**src/rtl/spi_reg_bridge.sv**
```systemverilog
// SPI slave byte-stream to register-file bridge: synchronises valid/cs into clk,
// decodes {rw, addr} command frames, and returns read data to the slave's TX path.
module spi_reg_bridge #(
  parameter int unsigned ADDR_W      = 4,
  parameter int unsigned SYNC_STAGES = 2
) (
  input  logic                      clk,
  input  logic                      rst_n,
  input  logic [7:0]                spi_rx_data,
  input  logic                      spi_data_valid,
  input  logic                      spi_cs,
  output logic [7:0]                spi_tx_data,
  output logic                      spi_tx_start,
  output logic [8*(1<<ADDR_W)-1:0]  reg_q,
  output logic                      wr_strobe,
  output logic [ADDR_W-1:0]         wr_addr,
  output logic [7:0]                wr_data,
  output logic [7:0]                err_cnt
);

  localparam int unsigned NREG = 1 << ADDR_W;

  typedef enum logic [2:0] {IDLE, CMD, WRITE, READ, DISCARD} state_t;

  state_t                  state, state_n;
  logic [SYNC_STAGES-1:0]  valid_sync, cs_sync;
  logic                    valid_prev, cs_prev;
  logic                    byte_stb, cs_fall, cs_rise;
  logic [ADDR_W-1:0]       ptr, ptr_n, tx_idx;
  logic                    do_wr, do_tx, err_inc;
  logic [7:0]              regs [NREG];
  logic                    cmd_rw, addr_ok;
  logic [6:0]              cmd_addr;
  logic [ADDR_W-1:0]       cmd_ptr;

  // Synchronisers; cs chain idles deasserted so reset never fakes a cs edge into CMD mid-frame.
  always_ff @(posedge clk or negedge rst_n) begin
    if (!rst_n) begin
      valid_sync <= '0;
      cs_sync    <= '1;
      valid_prev <= 1'b0;
      cs_prev    <= 1'b1;
    end else begin
      valid_sync <= {valid_sync[SYNC_STAGES-2:0], spi_data_valid};
      cs_sync    <= {cs_sync[SYNC_STAGES-2:0], spi_cs};
      valid_prev <= valid_sync[SYNC_STAGES-1];
      cs_prev    <= cs_sync[SYNC_STAGES-1];
    end
  end

  assign byte_stb = valid_sync[SYNC_STAGES-1] & ~valid_prev;
  assign cs_fall  = ~cs_sync[SYNC_STAGES-1] & cs_prev;
  assign cs_rise  = cs_sync[SYNC_STAGES-1] & ~cs_prev;

  assign cmd_rw   = spi_rx_data[7];
  assign cmd_addr = spi_rx_data[6:0];
  assign addr_ok  = (cmd_addr >> ADDR_W) == 7'd0;
  assign cmd_ptr  = cmd_addr[ADDR_W-1:0];

  always_ff @(posedge clk or negedge rst_n) begin
    if (!rst_n) state <= IDLE;
    else        state <= state_n;
  end

  // Next-state and per-cycle action decode.
  always_comb begin
    state_n = state;
    ptr_n   = ptr;
    tx_idx  = ptr;
    do_wr   = 1'b0;
    do_tx   = 1'b0;
    err_inc = 1'b0;
    if (state != IDLE && cs_fall) begin
      state_n = CMD;
    end else begin
      unique case (state)
        IDLE: if (cs_fall) state_n = CMD;
        CMD: if (byte_stb) begin
          if (!addr_ok) begin
            err_inc = 1'b1;
            state_n = DISCARD;
          end else if (cmd_rw) begin
            ptr_n   = cmd_ptr;
            state_n = WRITE;
          end else begin
            do_tx   = 1'b1;
            tx_idx  = cmd_ptr;
            ptr_n   = cmd_ptr + ADDR_W'(1);
            state_n = READ;
          end
        end
        WRITE: if (byte_stb) begin
          do_wr = 1'b1;
          ptr_n = ptr + ADDR_W'(1);
        end
        READ: if (byte_stb) begin
          do_tx = 1'b1;
          ptr_n = ptr + ADDR_W'(1);
        end
        DISCARD: ;
        default: state_n = IDLE;
      endcase
      // A byte that lands with cs release still writes/counts, but nothing is sent back.
      if (cs_rise) begin
        state_n = IDLE;
        do_tx   = 1'b0;
      end
    end
  end

  always_ff @(posedge clk or negedge rst_n) begin
    if (!rst_n) begin
      for (int i = 0; i < int'(NREG); i++) regs[i] <= 8'h00;
      ptr          <= '0;
      spi_tx_data  <= 8'h00;
      spi_tx_start <= 1'b0;
      wr_strobe    <= 1'b0;
      wr_addr      <= '0;
      wr_data      <= 8'h00;
      err_cnt      <= 8'h00;
    end else begin
      ptr          <= ptr_n;
      spi_tx_start <= do_tx;
      wr_strobe    <= do_wr;
      if (do_tx) spi_tx_data <= regs[tx_idx];
      if (do_wr) begin
        regs[ptr] <= spi_rx_data;
        wr_addr   <= ptr;
        wr_data   <= spi_rx_data;
      end
      if (err_inc && err_cnt != 8'hFF) err_cnt <= err_cnt + 8'd1;
    end
  end

  for (genvar g = 0; g < int'(NREG); g++) begin : g_regq
    assign reg_q[8*g +: 8] = regs[g];
  end

endmodule

```
**config.mk**
```make
export PLATFORM = sky130hd
export DESIGN_NAME = spi_reg_bridge
export DESIGN_NICKNAME = d
export VERILOG_FILES = /design/src/rtl/spi_reg_bridge.sv
export SDC_FILE = /design/constraint.sdc
export NUM_CORES = 1
export LEC_CHECK = 0
export ABC_CLOCK_PERIOD_IN_PS = 4700
export CORE_UTILIZATION = 50
export CTS_CLUSTER_SIZE = 28
export DETAILED_ROUTE_END_ITERATION = 8
export DONT_BUFFER_PORTS = 1
export PLACE_DENSITY = 0.65
export SKIP_CTS_REPAIR_TIMING = 1
export SYNTH_ARGS = -nofsm -noshare
export SYNTH_HDL_FRONTEND = slang
export SYNTH_SLANG_ARGS = --single-unit
export TNS_END_PERCENT = 5
```
**constraint.sdc**
```tcl
create_clock -name clk -period 4.7 [get_ports clk]
set_clock_uncertainty 0.1 [all_clocks]
set_input_delay 0.705 -clock clk [delete_from_list [all_inputs] [get_ports clk]]
set_output_delay 0.705 -clock clk [all_outputs]
set_load 0.02 [all_outputs]
```
---- Word level (Yosys, flattened, before mapping) ----
Index checks and enable logic that the tools add are counted.
word-level totals
  register bits after elaboration ......... 171
  input port bits ......................... 12
cells by class
  add/sub/neg operators ................... 3
  $lt $le $gt $ge ......................... 3
  eq/ne operators ......................... 11
  muxes and demuxes ....................... 36
  bitwise gates (word level) .............. 9
  reductions and logical operators ........ 11
operators by type and width
  cell                 number
  $bwmux 128           1
  $mux 4               9
  $bmux 8 s4           1
  $demux 8 s4          1
  $mux 8               3
  $mux 3               5
  $mux 1               13
  $ge 5x5->1 const B   2
  $not 4->5            2
  $pmux 3 s3           1
  $add 4x1->4 const B  2
  $add 8x1->8 const B  1
  $ne 4x4->1 const B   2
  $ne 8x8->1 const B   1
  $pmux 4 s2           1
  $logic_not 7->1      1
  $eq 3x2->1 const B   2
  $lt 5x1->1 const B   1
  $reduce_and 5->1     1
  $ne 2x2->1 const B   2
  $not 1->1            4
  $and 1x1->1          3
  $eq 3x1->1 const B   1
  $eq 3x3->1 const B   1
  10 further kinds     12

---- Logic depth before layout (Yosys ltp) ----
Gate-level depths: netlist of the first run.
  depth after elaboration ................. 9
  depth in mapped cells ................... 11
  mapped depth without buffers ............ 8

---- Least setup slack after synthesis of the first run ----
OpenSTA, ideal clock, no wires.
  path type ............................... reg2reg
  start ................................... register cs_sync[1]
  end ..................................... register spi_tx_data[0]
  library setup time ...................... 0.077 ns
  data arrival time ....................... 2.752 ns
  data required time ...................... 4.523 ns
  slack ................................... 1.771 ns
  cell stages (with the launch flop) ...... 10
  path buffers ............................ 1
  clock period less this slack ............ 2.929 ns
  path through ............................ dfstp_2 > inv_1 > ha_1 > or3b_2 > clkbuf_1 > nor3_2 > mux2i_1 > a21boi_0 > nand4_1 > a21oi_1
between the ends
  longest elaborated chain between the ends .. 8
ends and longest elaborated chain
  item                                        line  source
  from (decl)                                 26    logic [SYNC_STAGES-1:0] valid_sync, cs_sync;
  from (signal assigned)                      45    cs_sync <= {cs_sync[SYNC_STAGES-2:0], spi_cs};
  $not 1->1                                   52    assign cs_fall = ~cs_sync[SYNC_STAGES-1] & cs_prev;
  $and 1x1->1                                 52
  $logic_and 1x1->1                           73    if (state != IDLE && cs_fall) begin
  $mux 4                                      73
  $not 4->5 (not written as such)             125   if (do_tx) spi_tx_data <= regs[tx_idx];
  $bmux 8 s4                                  125
  $mux 8 (not written as such) (2 in series)  125
  to (signal assigned)                        125
  to (decl)                                   12    output logic [7:0] spi_tx_data,
Parallel ways exist; a longest one is shown, timed or not. The select of a mux whose other input is x is not followed.
A chain may end at the register's enable or synchronous reset.

---- Worst setup path in the final report of the first run ----
  start ................................... register cs_sync[1]
  end ..................................... register spi_tx_data[2]
Same word-level chain as after synthesis.

==> metrics.cfg, run 1 <==
[logic_synthesis]
synth_warnings = 0
async_flop_share_pct = 100
synth_cell_type_count = 50
synth_nets = 772
syn_inst = 752
synth_seq_area_share_pct = 51.1
avgSynthCellArea_um2 = 11.1
synth-seq-cells = 171
synth_edf_count = 0
synthFlopType = dfrtp_1
synth_area_um2 = 8380

[grt]
busiest_layer = met2
grt_max_degree = 172
grt_use_total_pct = 29.8
grt-ovfl-total = 0
met1_usage_pct = 37.1
grt_pass1_wl_um = 38500
grtUsageMet2_pct = 47.9
grt_antenna_before_repair = 0
gr-usage-met3_pct = 10.6
grt_pass1_vias = 6183

[routing]
ant_nets = 0
post-route-drc-count = 0
viasPerCell = 6.67
drt-initial-drc-count = 620
routed_wl_um = 25300
wl_per_cell_um = 26.7
dr.pass1.iters = 8
vias = 6321

[setup_path]
start_kind = register
regToRegSetupSlack_ns = 0.88
path_class = reg -> reg
reg2reg_depth = 10
r2r_end = spi_tx_data[2]
end_kind = register
critical_path.max_fanout = 24
required_ns = 4.96
crit_path_end = spi_tx_data[2]
setup.worst_path.start = cs_sync[1]
arrival_ns = 4.08
r2r-start = cs_sync[1]

[die]
die_y_um = 131
core_area_um2 = 16100
start_util_pct = 52.0
rows = 46
die_w_um = 131
dieArea_um2 = 17300
io_pins = 170

[clock_tree]
cts_sinks = 171
clockBufferDepth = 2
clockRootBuffer = clkbuf_16
path_clk_slew_ns = 0.07
clk_latency_ns = 0.44
cts_buffers = 17
cts_tree = yes
cts_htree_levels = 4

[timing]
worst_hold_slack_ns = -0.140
clock.fmax_mhz = 262
maxSlewViolCount = 0
period_share_pct = 81.3
tns_ns = 0
tightest_slew_ns = 1.16
hold_violations = 168
relSlewSlack_pct = 22.9
setup-violations-final = 0
rsz0062_at_grt = false
fin_crit_ns = 3.82

[final_layout]
fillCellCount = 1388
layout_common_cells = 168 x dfrtp_1, 143 x mux2_2, 65 x o21ai_0, 61 x nand3_1, 42 x a21oi_1
drive_gt1_share_pct = 27.2
mostFrequentLayoutCell = dfrtp_1
multi_input_area_um2 = 3790
nets = 739
area.growth.synth_to_final_pct = 8.75
area.sequential_um2 = 4280
antenna_cells = 0

[power_and_ir_drop]
power_mw = 4.60
irDropWorstVdd_v = 0.000330
leakagePower_nw = 3.70
p_per_area_nw_per_um2 = 505

[placed_design]
place_congestion = 0.925
dp.final_hpwl_um = 17000
io_buffers = 0

[hold_path]
hp-class = in -> async

[status]
violations = negative hold slack
status = complete, but fails checks

[run]
cap_violations = 0

-- critical path, cell delays in order (launching register included) --
cell     delay, ns
dfstp_2       0.54
inv_1         0.04
ha_1          0.25
or3b_2        0.63
o31ai_4       1.02
buf_4         0.31
buf_4         0.23
nand3_1       0.10
a21oi_1       0.19
nor4_1        0.13
a31oi_1       0.18
-- kinds of logic (layout without fill, tap and decap cells) --
kind of cell               count (synthesis)  in the layout  synth area share, %
buffers and inverters                     83             63                 4.02
muxes                                    150            150                 20.1
and+or+nand+nor                          165            165                 10.9
adders and majority gates                  8              8                 1.19
xor gates and xnor gates                  10             10                 1.05
DFF                                      171            171                 51.1
AOI/OAI and AO/OA                        165            165                 11.6
-- per-stage QoR --
step                hold slack, ns  setup WS [ns]  cell area (um2)  util [%]  instances
floorplan                    0.231           1.77             8380         -        752
global placement             0.241           1.08             8490      52.7        915
detailed placement           0.244           1.02             8490      52.7        915
CTS                         -0.150           1.01             9100      56.5        947
global route                -0.155          0.785             9110      56.5        948
finish                      -0.140          0.879             9110      56.5        948
-- area by class of cell --
| type | instances | area share (%) |
|---|---|---|
| clock buffer | 18 | 4.71 |
| clock inverter | 14 | 2.03 |
| inverter | 20 | 0.824 |
| multi-input combinational | 498 | 41.6 |
| sequential | 171 | 47.0 |
| tap | 216 | 2.97 |
| timing repair buffer | 11 | 0.879 |
-- per-layer routing --
| metal | vias to the layer above | wire (um) |
|---|---|---|
| li1 | 2717 | - |
| met1 | 3241 | 9940 |
| met2 | 313 | 12200 |
| met3 | 50 | 2630 |
| met4 | 0 | 578 |
| met5 | - | 0 |
-- synth_stat cells, types with 3 or more instances --
library cell    n  area share (%)
nand4_1        17             1.3
xnor2_1         6            0.63
inv_1          20            0.90
nand3_1        61             3.6
a31oi_1        17             1.3
mux2_2        143              19
nor4_1         13            0.97
a21oi_1        42             2.5
buf_2           8            0.48
o31ai_1         3            0.27
nor2b_1         6            0.45
xor2_1          4            0.42
or3_1           3            0.22
clkbuf_1       51             2.3
nand2_1        11            0.49
nor2_1         23             1.0
and3_1          3            0.22
o211ai_1       16             1.4
or3b_2          4            0.42
dfrtp_1       168              50
nand2b_1        5            0.37
a32oi_1         7            0.73
nand3b_1        4            0.36
dfstp_2         3            0.94
ha_1            8             1.2
o21ai_0        65             3.9
o32ai_1         3            0.31
nor3_1          5            0.30
mux2i_1         7            0.84
-- power breakdown --
part | switching [mW] | total, mW | internal [mW]
Combinational | 0.661 | 1.07 | 0.406
Sequential | 0.424 | 2.06 | 1.63
Clock | 0.629 | 1.48 | 0.848
Total | 1.71 | 4.60 | 2.89
-- registers in the layout (all words and copies together), names as in the netlist --
signal,cells
spi_tx_start,1
valid_prev,1
wr_strobe,1
wr_data,8
err_cnt,8
valid_sync,2
spi_tx_data,8
cs_sync,2
ptr,4
state,3
cs_prev,1
reg_q,128
wr_addr,4
-- how the worst min path moves through the flow --
stage                             start             to  depth (start not counted)
final                             rst_n     err_cnt[0]                          0
after detailed placement  valid_sync[0]  valid_sync[1]                          0
after floorplan           valid_sync[0]  valid_sync[1]                          0
after global routing              rst_n     err_cnt[0]                          0
after CTS                         rst_n     err_cnt[0]                          0
after global placement    valid_sync[0]  valid_sync[1]                          0
Note: power is estimated with default switching activity, not from simulation.
==> run 2, diff against run 1 <==
Settings changed: ABC_CLOCK_PERIOD_IN_PS 4700 to 3400, PLACE_DENSITY 0.65 to 0.68.
Clock period 4.7 ns to 3.4 ns, I/O delays scaled along.
==> run 2 against run 1 <==
The flow still finishes with violations (negative hold slack). Maximum frequency rose by 17%. Power grew 44%. Design area increased by 2.3%. Critical path type unchanged. Critical endpoint is now spi_tx_data[7]. Largest power group unchanged.
==> metrics.cfg, run 2 (same netlist as run 1, synthesis figures left out) <==
[status]
status = complete, but fails checks  ; unchanged
violations = negative hold slack  ; unchanged

[placed_design]
place_congestion = 0.929  ; was 0.925
place_ws_ns = 0.170  ; was 1.02 ns
dp.cells = 934  ; was 915
io_buffers = 0  ; unchanged
dp.final_hpwl_um = 17100  ; was 17000 um

[routing]
post-route-drc-count = 0  ; unchanged
dr.pass1.iters = 5  ; was 8
viasPerCell = 6.65  ; was 6.67
vias = 6437  ; was 6321
wl_per_cell_um = 26.3  ; was 26.7 um
ant_nets = 0  ; unchanged
routed_wl_um = 25400  ; was 25300 um
drt-initial-drc-count = 599  ; was 620

[die]
core_area_um2 = 16100  ; unchanged
rows = 46  ; unchanged
dieArea_um2 = 17300  ; unchanged
io_pins = 170  ; unchanged
die_y_um = 131  ; unchanged
die_w_um = 131  ; unchanged
start_util_pct = 52.0  ; unchanged

[run]
cap_violations = 0  ; unchanged

[final_layout]
nets = 759  ; was 739
area.growth.synth_to_final_pct = 11.2  ; was 8.75%
largest_register_ffs = 128  ; unchanged
mostFrequentLayoutCell = dfrtp_1  ; unchanged
drive_gt1_share_pct = 29.3  ; was 27.2%
final_cells = 968  ; was 948
layout_common_cells = 168 x dfrtp_1, 143 x mux2_2, 65 x o21ai_0, 61 x nand3_1, 42 x a21oi_1  ; unchanged
antenna_cells = 0  ; unchanged

[setup_path]
max_stage_delay_ns = 0.60  ; was 1.02 ns
crit_slowest_cell = nor4_1  ; was o31ai_4
end_kind = register  ; unchanged
cp.buffers_inverters = 4  ; was 3
path_cells = inv_1 -> ha_1 -> nor3b_1 -> buf_4 -> a31oi_2 -> buf_4 -> o21ai_0 -> a21oi_1 -> nor4_1 -> buf_4 -> a31oi_1  ; was inv_1 -> ha_1 -> or3b_2 -> o31ai_4 -> buf_4 -> buf_4 -> nand3_1 -> a21oi_1 -> nor4_1 -> a31oi_1
crit_family = simple AND/OR/NAND/NOR gates  ; was compound AO/OA/AOI/OAI gates
required_ns = 3.61  ; was 4.96 ns
cp_common_cell = buf_4  ; unchanged
arrival_ns = 3.46  ; was 4.08 ns
critical_path.max_fanout = 45  ; was 24
path_class = reg -> reg  ; unchanged
start_kind = register  ; unchanged

[timing]
rsz0062_at_grt = false  ; unchanged
setup-violations-final = 0  ; unchanged
tightest_slew_ns = 1.29  ; was 1.16 ns
tns_ns = 0  ; unchanged
relSlewSlack_pct = 13.2  ; was 22.9%
timing.final.ws_setup_ns = 0.143  ; was 0.879 ns
period_share_pct = 95.8  ; was 81.3%
fin_crit_ns = 3.26  ; was 3.82 ns
worst_hold_slack_ns = -0.330  ; was -0.140 ns
clock.fmax_mhz = 307  ; was 262 MHz
maxSlewViolCount = 0  ; unchanged
hold_violations = 171  ; was 168

[grt]
grt-ovfl-total = 0  ; unchanged
grt_pass1_wl_um = 39000  ; was 38500 um
grt_use_total_pct = 29.9  ; was 29.8%
grt_antenna_before_repair = 0  ; unchanged
grt_max_degree = 172  ; unchanged
grt_pass1_vias = 6490  ; was 6183

[power_and_ir_drop]
switching_share_pct = 36.2  ; was 37.2%
p_per_area_nw_per_um2 = 711  ; was 505 nW/um2
seqPwrFrac_pct = 43.2  ; was 44.7%
leakagePower_nw = 3.82  ; was 3.70 nW
p_int_mw = 4.23  ; was 2.89 mW
comb_power_share_pct = 25.0  ; was 23.2%
irDropWorstVdd_v = 0.000489  ; was 0.000330 V
pwr-share-clk_pct = 31.8  ; was 32.1%
power_switching_mw = 2.40  ; was 1.71 mW

[hold_path]
hp-class = in -> async  ; unchanged

[clock_tree]
cts_buffers = 17  ; unchanged
clockRootBuffer = clkbuf_16  ; unchanged
clk_latency_ns = 0.43  ; was 0.44 ns
cts_tree = yes  ; unchanged
cts_htree_levels = 4  ; unchanged
clockBufferDepth = 2  ; unchanged
path_clk_slew_ns = 0.06  ; was 0.07 ns
cts_sinks = 171  ; unchanged

## run 2: cell types whose count changed in the layout (fill, tap and decap cells not counted), sizes merged
| cell | change |
|---|---|
| inv | -2 |
| bufinv | +1 |
| dlygate4sd3 | +2 |
| clkbuf | +1 |
| clkinvlp | -3 |
| buf | +19 |
| clkinv | +2 |
## run 2: routing by layer
layer | track usage [%] | wire, um | vias to the layer above
met5 | 0 | 0 | -
met2 | 48.3 | 12400 | 373
met4 | 11.3 | 727 | 0
met1 | 36.7 | 9640 | 3268
li1 | - | - | 2740
met3 | 10.8 | 2690 | 56
## run 2: worst register-to-register path: cells and delay by family, from the launching register on
kind / cells / cell delay (ns)
adders and majority gates: 1 / 0.25
AOI/OAI and AO/OA: 4 / 0.62
DFF: 1 / 0.54
buffers and inverters: 4 / 0.79
and+or+nand+nor: 2 / 0.83
## run 2: area by class of cell
class                           instances  area, um2
Inverter                               20       75.1
Tap cell                              216        270
Timing Repair Buffer                   31        250
Fill cell                            1350       6800
Sequential cell                       171       4280
Clock inverter                         12        186
Clock buffer                           20        457
Multi-Input combinational cell        498       3790
## run 2: final timing paths
path	from	to	slack [ns]	cells after the start
setup / recovery	cs_sync[1]	spi_tx_data[7]	0.14	11
hold / removal	rst_n	reg_q[84]	-0.33	0
setup reg to reg	cs_sync[1]	spi_tx_data[7]	0.14	11
hold reg to reg	valid_sync[0]	valid_sync[1]	0.25	0
max in group asynchronous	rst_n	cs_sync[1]	3.19	0
min in group clk	spi_rx_data[5]	wr_data[5]	0.12	1
## run 2: power by group through the flow
stage                     clock network (mW)  logic (mW)  registers [mW]
final                                   2.11        1.65            2.86
after global routing                    2.23        1.79            2.89
after CTS                               2.13        1.61            2.86
after detailed placement                   0        1.60            2.89
after global placement                     0        1.56            2.88
after floorplan                            0        1.18            2.69
## run 2: stage by stage
stage	instance area (um2)	util, %	total power, mW
floorplan	8380	-	3.86
global placement	8650	53.6	4.43
detailed placement	8650	53.6	4.49
CTS	9290	57.6	6.59
global route	9320	57.8	6.91
finish	9320	57.8	6.63
